<file path="src/rtl/traffic_light_ctrl.sv">
// -----------------------------------------------------------------------------
// traffic_light_ctrl
//
// Main-road / side-road intersection controller. It runs on the 100 MHz
// system clock and advances its phase timers once per rising edge of the
// 1 Hz level clk1. The main road rests in green until a side-road vehicle
// is seen. A night request switches both roads to flashing yellow.
//
// Parameters (seconds, each 1..63):
//   T_MG  main-road minimum green
//   T_SG  side-road green
//   T_Y   yellow, both roads
//   T_AR  all-red clearance
//
// Ports:
//   clk100M   in   100 MHz system clock, the only clock
//   clr       in   synchronous active-high reset
//   clk1      in   1 Hz square wave, synchronous to clk100M
//   car       in   side-road vehicle sensor (1 = waiting)
//   night     in   night flash-mode request (level)
//   main_rgy  out  main-road lamps {red, yellow, green}
//   side_rgy  out  side-road lamps {red, yellow, green}
//   remain    out  seconds left in the current phase
// -----------------------------------------------------------------------------
module traffic_light_ctrl #(
  parameter int T_MG = 30,
  parameter int T_SG = 20,
  parameter int T_Y  = 3,
  parameter int T_AR = 2
) (
  input  logic       clk100M,
  input  logic       clr,
  input  logic       clk1,
  input  logic       car,
  input  logic       night,
  output logic [2:0] main_rgy,
  output logic [2:0] side_rgy,
  output logic [5:0] remain
);

  // Phase encoding. FLASH is entered from any phase on a night request.
  typedef enum logic [2:0] {
    S_MG    = 3'd0,
    S_MY    = 3'd1,
    S_AR1   = 3'd2,
    S_SG    = 3'd3,
    S_SY    = 3'd4,
    S_AR2   = 3'd5,
    S_FLASH = 3'd6
  } state_t;

  // Lamp patterns {red, yellow, green}.
  localparam logic [2:0] LAMP_R   = 3'b100;
  localparam logic [2:0] LAMP_Y   = 3'b010;
  localparam logic [2:0] LAMP_G   = 3'b001;
  localparam logic [2:0] LAMP_OFF = 3'b000;

  // The value remain takes when a phase is entered (duration - 1).
  localparam logic [5:0] LD_MG = 6'(T_MG - 1);
  localparam logic [5:0] LD_SG = 6'(T_SG - 1);
  localparam logic [5:0] LD_Y  = 6'(T_Y - 1);
  localparam logic [5:0] LD_AR = 6'(T_AR - 1);

  // ---------------------------------------------------------------------------
  // Registers
  // ---------------------------------------------------------------------------
  state_t     state_q, state_d;
  logic [5:0] remain_q, remain_d;
  logic       flash_q, flash_d;
  logic       clk1_d_q;
  logic       tick;

  // One-cycle pulse on each rising edge of clk1. The delayed copy is preset
  // to 1 on reset, so a clk1 that is already high when reset is released
  // does not count as an edge.
  assign tick = clk1 & ~clk1_d_q;

  // ---------------------------------------------------------------------------
  // Phase sequencing helpers
  // ---------------------------------------------------------------------------
  function automatic state_t succ(input state_t s);
    state_t n;
    case (s)
      S_MG:    n = S_MY;
      S_MY:    n = S_AR1;
      S_AR1:   n = S_SG;
      S_SG:    n = S_SY;
      S_SY:    n = S_AR2;
      S_AR2:   n = S_MG;
      default: n = S_MG;
    endcase
    return n;
  endfunction

  function automatic logic [5:0] load_for(input state_t s);
    logic [5:0] v;
    case (s)
      S_MG:          v = LD_MG;
      S_MY, S_SY:    v = LD_Y;
      S_AR1, S_AR2:  v = LD_AR;
      S_SG:          v = LD_SG;
      default:       v = 6'd0;
    endcase
    return v;
  endfunction

  // ---------------------------------------------------------------------------
  // State register
  // ---------------------------------------------------------------------------
  always_ff @(posedge clk100M) begin
    if (clr) begin
      state_q  <= S_MG;
      remain_q <= LD_MG;
      flash_q  <= 1'b0;
      clk1_d_q <= 1'b1;
    end else begin
      state_q  <= state_d;
      remain_q <= remain_d;
      flash_q  <= flash_d;
      clk1_d_q <= clk1;
    end
  end

  // ---------------------------------------------------------------------------
  // Next-state logic. Inputs car and night are only looked at in tick
  // cycles; between ticks everything holds.
  // ---------------------------------------------------------------------------
  always_comb begin
    state_d  = state_q;
    remain_d = remain_q;
    flash_d  = flash_q;

    if (tick) begin
      if (night) begin
        // Night wins over all timing. Flash starts lit and toggles each
        // second for as long as the request stays.
        state_d  = S_FLASH;
        remain_d = 6'd0;
        flash_d  = (state_q == S_FLASH) ? ~flash_q : 1'b1;
      end else if (state_q == S_FLASH) begin
        // Leave flash through all-red so both roads are cleared before
        // the main road gets green again.
        state_d  = S_AR2;
        remain_d = LD_AR;
        flash_d  = 1'b0;
      end else if (remain_q != 6'd0) begin
        remain_d = remain_q - 6'd1;
      end else if ((state_q == S_MG) && !car) begin
        // Main green rests at zero until a side-road vehicle is seen.
        state_d  = S_MG;
        remain_d = 6'd0;
      end else begin
        state_d  = succ(state_q);
        remain_d = load_for(succ(state_q));
      end
    end
  end

  // ---------------------------------------------------------------------------
  // Output decode from registered state only. While clr is high the
  // reset pattern is shown immediately, even before the first clock edge.
  // ---------------------------------------------------------------------------
  always_comb begin
    main_rgy = LAMP_R;
    side_rgy = LAMP_R;
    remain   = remain_q;

    if (clr) begin
      main_rgy = LAMP_G;
      side_rgy = LAMP_R;
      remain   = LD_MG;
    end else begin
      case (state_q)
        S_MG: begin
          main_rgy = LAMP_G;
          side_rgy = LAMP_R;
        end
        S_MY: begin
          main_rgy = LAMP_Y;
          side_rgy = LAMP_R;
        end
        S_AR1, S_AR2: begin
          main_rgy = LAMP_R;
          side_rgy = LAMP_R;
        end
        S_SG: begin
          main_rgy = LAMP_R;
          side_rgy = LAMP_G;
        end
        S_SY: begin
          main_rgy = LAMP_R;
          side_rgy = LAMP_Y;
        end
        S_FLASH: begin
          main_rgy = flash_q ? LAMP_Y : LAMP_OFF;
          side_rgy = flash_q ? LAMP_Y : LAMP_OFF;
        end
        default: begin
          main_rgy = LAMP_R;
          side_rgy = LAMP_R;
        end
      endcase
    end
  end

endmodule

</file>
<file path="config.mk">
export PLATFORM = sky130hd
export DESIGN_NAME = traffic_light_ctrl
export DESIGN_NICKNAME = d
export VERILOG_FILES = /design/src/rtl/traffic_light_ctrl.sv
export SDC_FILE = /design/constraint.sdc
export NUM_CORES = 1
export LEC_CHECK = 0
export BUFFER_PORTS_ARGS = -buffer_cell sky130_fd_sc_hd__buf_2
export CAP_MARGIN = 20
export CORE_MARGIN = 4
export CORE_UTILIZATION = 35
export CTS_CLUSTER_SIZE = 8
export DETAILED_ROUTE_END_ITERATION = 6
export HOLD_SLACK_MARGIN = 0.03
export PLACE_DENSITY_LB_ADDON = 0.08
export SLEW_MARGIN = 20
export SYNTH_ARGS = -nofsm -noshare
export SYNTH_HDL_FRONTEND = slang
export SYNTH_SLANG_ARGS = --single-unit
</file>
<file path="constraint.sdc">
create_clock -name clk100M -period 2.9 [get_ports clk100M]
set_input_delay 0.87 -clock clk100M [delete_from_list [all_inputs] [get_ports clk100M]]
set_output_delay 0.87 -clock clk100M [all_outputs]
set_load 0.05 [all_outputs]
</file>
# Word level (Yosys, flattened, before mapping)
# Cells that the tools add are included.
# classes
add_sub_neg	1
n_mul	0
n_div	0
magnitude_cmp	0
n_eq_ne	11
shifts	0
mux	24
n_bitwise	3
reduce_logical	10
# op_table
op	count
two-way mux 3 bit	11
two-way mux 6 bit	4
one-hot mux 5 bit (4 select lines)	1
one-hot mux 3 bit (3 select lines)	2
one-hot mux 3 bit (5 select lines)	1
== test 3 x 2 -> 1 bit, second input constant	4
== test 3 bit, second input constant	4
== test 3 x 1 -> 1 bit, second input constant	2
zero test 3 bit	2
nonzero test 6 bit	1
subtractor 6 x 1 -> 6 bit, second input constant	1
two-way mux 5 bit	1
AND reduction 2 bit	2
OR reduction 2 bit	2
two-way mux 1 bit	3
inequality test 3 bit, second input constant	1
two-way mux 2 bit	1
inverter 1 bit	2
nonzero test 2 bit	1
AND 1 bit	1
logical AND 1 bit	1
zero test 1 bit	1
# word_totals
regBits	11
latchBits	0
mem_bits_rw	0
mem_bits_ro	0
in_bits	5
output_inout_bits	12
elab_cells	53
mem_count	0

# Logic depth before layout (Yosys ltp)
# logic_depth
ltp_word	14
mapped_depth	6
mapped_depth_nobuf	6

# Least setup slack after synthesis
# OpenSTA, ideal clock, no wires.
# synth_timing
path_type	input-to-output
from	input clr
to	output main_rgy[2]
arrival_time_ps	2156
required_time_ps	2030
slack_ps	-126
stages	2
cell_sequence	clkbuf_1 > nor3_1
# synth_between
elab_chain_len	1
# synth_lines
item	line_no	rtl
start: declaration	32	input logic clr,
two-way mux 3 bit	168	if (clr) begin
end: declaration	36	output logic [2:0] main_rgy,
# Every way passes these cells.

# Final worst setup path
# layout_timing
from	input clr
to	output remain[0]
# layout_between
elab_chain_len	1
# layout_lines
item	line_no	rtl
two-way mux 6 bit	168	
end: declaration	38	output logic [5:0] remain
# Every way passes these cells.

==> impl_metrics.ini <==
[power_and_ir_drop]
static-leakage-power_uw = 0.000363
pwr_density_cell_mw_per_mm2 = 358
design_power_total_uw = 326
vdd.ir_drop.worst_v = 0.000252

[critical_path]
critPathLaunchType = primary input
critical_path.slowest_cell = buf_2
timing.rr.start = remain_q[0]
critPathMaxFanout = 26
r2r_cells = 6
cp.required_ns = 2.03
category_of_the_critical_setup_timing_path = in2out
path_cells = buf_2 > or2_2 > buf_2
cp_data_arrival_time_ns = 1.64
r2r_slack_ns = 1.07
endpoint_kind = primary output
worst_r2r_endpoint = remain_q[0]
crit_top_cell = buf_2
worst_path_largest_cell_delay_ns = 0.33

[synth]
gate_count_post_synth = 96
async_reset_ff_share_pct = 0
synth.yosys.seq_area_share_pct = 27.9
synth_register_bits = 11
yosys-top-cells-area = dfxtp_1 (28%), nand2b_1 (4.8%), nor2_1 (4.8%)
synth_top_cell_by_area = dfxtp_1
synth-warning-count = 0
synthDistinctLibCells = 39
synth_flop_cell = dfxtp_1
yosys.area.top_type_share_pct = 27.9
number_of_nets_in_the_synthesized_netlist = 102
synth_area_um2 = 788
synth-edff-count = 0
synth_area_per_cell_um2 = 8.21

[global_route]
grt_antenna_before_repair = 0
grt_usage_pct = 12.3
grt_start_max_net_pins = 27
grt_pass1_vias = 688
gr_ovfl_total = 0
global_route_wire_length_before_repair_um = 3110

[route]
met2RoutedLength_um = 772
met1Wirelength_um = 912
top_layer = met4
1st_pass_router_iterations = 4
detail_route.drc_violations = 0
ant_nets = 0
via_count = 732
route.final.wire_length_um = 1800
via_density_per_instance = 5.34
drt_iter0_drc = 12
met3_wirelength_um = 75
post_drt_wl_per_cell_um = 13.2

[timing]
setup_viol_count_final = 0
max-slew-margin-rel_pct = 60.4
clock_skew_ns = 0.00973
unrepaired_setup_endpoints_after_global_routing = no
worst_slack_ns = 0.388
period_share_pct = 86.6
tns_ns = 0
fmaxAchievable_mhz = 398
final-hold-violation-count = 0
tightestPinTransition_ns = 0.590
final-max-slew-violation-count = 0
period_minus_slack_ns = 2.51

[floorplanning]
start_util_pct = 38.6
die_w_um = 55.5
die-area_mm2 = 0.00308
placementRows = 16
fp.coreArea_mm2 = 0.00204
die-height_um = 55.5
boundaryPins = 17

[placed_design]
post_dp_cell_area_um2 = 885
io_buffers = 16
routabilityCongestion = 0.772
hpwl_after_dpl_um = 1290
preCtsSetupSlack_ns = 0.387

[min_path]
worst_hold_path_type = reg2reg
timing.hold.worst.start = flash_q
holdPathStages = 1
worstHoldEndpoint = flash_q

[final_layout]
num-nets-final = 117
num_antenna_cells = 0
layout.core_utilization_pct = 44.6
synthToLayoutAreaGrowth_pct = 15.6
drive_above_1_share_pct = 30.9
finalInstanceArea_um2 = 911

[clocking]
cts.clk_slew.worst_paths_ns = 0.08
root_buffer = clkbuf_4
tritoncts_num_sinks = 11
cts_htree_levels = 1
cts-buffers-inserted = 3
post_cts_hold_buffer_count = 0
post-cts-setup-buffer-count = 0
worstSkewPairLatency_ns = 0.27
post_cts_sizing = 0
tritoncts = built
max-clock-path-buffers = 2

[outcome]
outcome = finished clean

[run]
max_cap_viol_count = 0
## per-stage QoR
stage               cells  hold slack (ns)
detailed placement    133            0.501
floorplan              96            0.473
global route          137            0.551
finish                137            0.518
CTS                   137            0.515
global placement      133            0.503
## power breakdown
part,leakage (uW),switching (uW),internal (uW)
Sequential,0.0000897,5.97,156
Clock,0.0000150,54.6,53.2
Combinational,0.000258,34.6,21.2
## cell usage in the layout, fill, tap and decap left out, drive strengths merged, types with 3 or more instances in the layout
cell | netlist | layout
a21oi | 3 | 3
buf | 2 | 18
clkbuf | 6 | 4
dfxtp | 11 | 11
inv | 4 | 4
mux2i | 3 | 3
nand2b | 7 | 7
nor2 | 10 | 10
nor2b | 4 | 4
nor3 | 6 | 6
o21ai | 5 | 5
or2 | 7 | 7
## area by class of cell
class / instances / area (um2)
Fill cell: 231 / 1130
Multi-Input combinational cell: 73 / 520
Sequential cell: 11 / 220
Timing Repair Buffer: 18 / 95.1
Tap cell: 27 / 33.8
Clock buffer: 4 / 26.3
Inverter: 4 / 15.0
## cells by family after synthesis
kind of cell	synth area share, %
AND/OR/NAND/NOR	33.0
multiplexers	5.24
buffers and inverters	6.03
flip-flops	27.9
adder cells (fa/ha/maj)	1.59
AO/OA/AOI/OAI	25.1
XOR/XNOR	1.11
## cell usage after synthesis, types with 2 or more instances
library cell and number:
a211o_1 2, a21o_1 2, a21oi_1 3, and3b_1 2, buf_2 2, clkbuf_1 6
dfxtp_1 11, inv_1 4, mux2i_1 3, nand2b_1 6, nor2_1 10, nor2b_1 4
nor3_1 6, o21ai_0 4, o32ai_1 2, or2_2 6
## worst max path at each step
stage / to / cells past startpoint / startpoint
finish: remain[0] / 3 / clr
global route: main_rgy[1] / 4 / state_q[0]
CTS: remain[0] / 3 / clr
detailed placement: main_rgy[0] / 3 / clr
global placement: main_rgy[0] / 3 / clr
floorplan: main_rgy[2] / 2 / clr
## per-layer routing
layer  global-route usage (%)  vias to the layer above
met5                        0                        -
met4                     6.25                        0
met3                     3.03                        6
met2                     18.9                       15
met1                     15.8                      332
li1                         -                      379
## sequential cells by signal, summed over array words and instances, names as in the netlist
name / flops
state_q: 3
clk1_d_q: 1
remain_q: 6
flash_q: 1
## worst max-delay path, delay by kind of cell
family | cells | cell delay, ns
and+or+nand+nor | 1 | 0.18
buffers and inverters | 2 | 0.58
(Power assumes the default switching activity.)
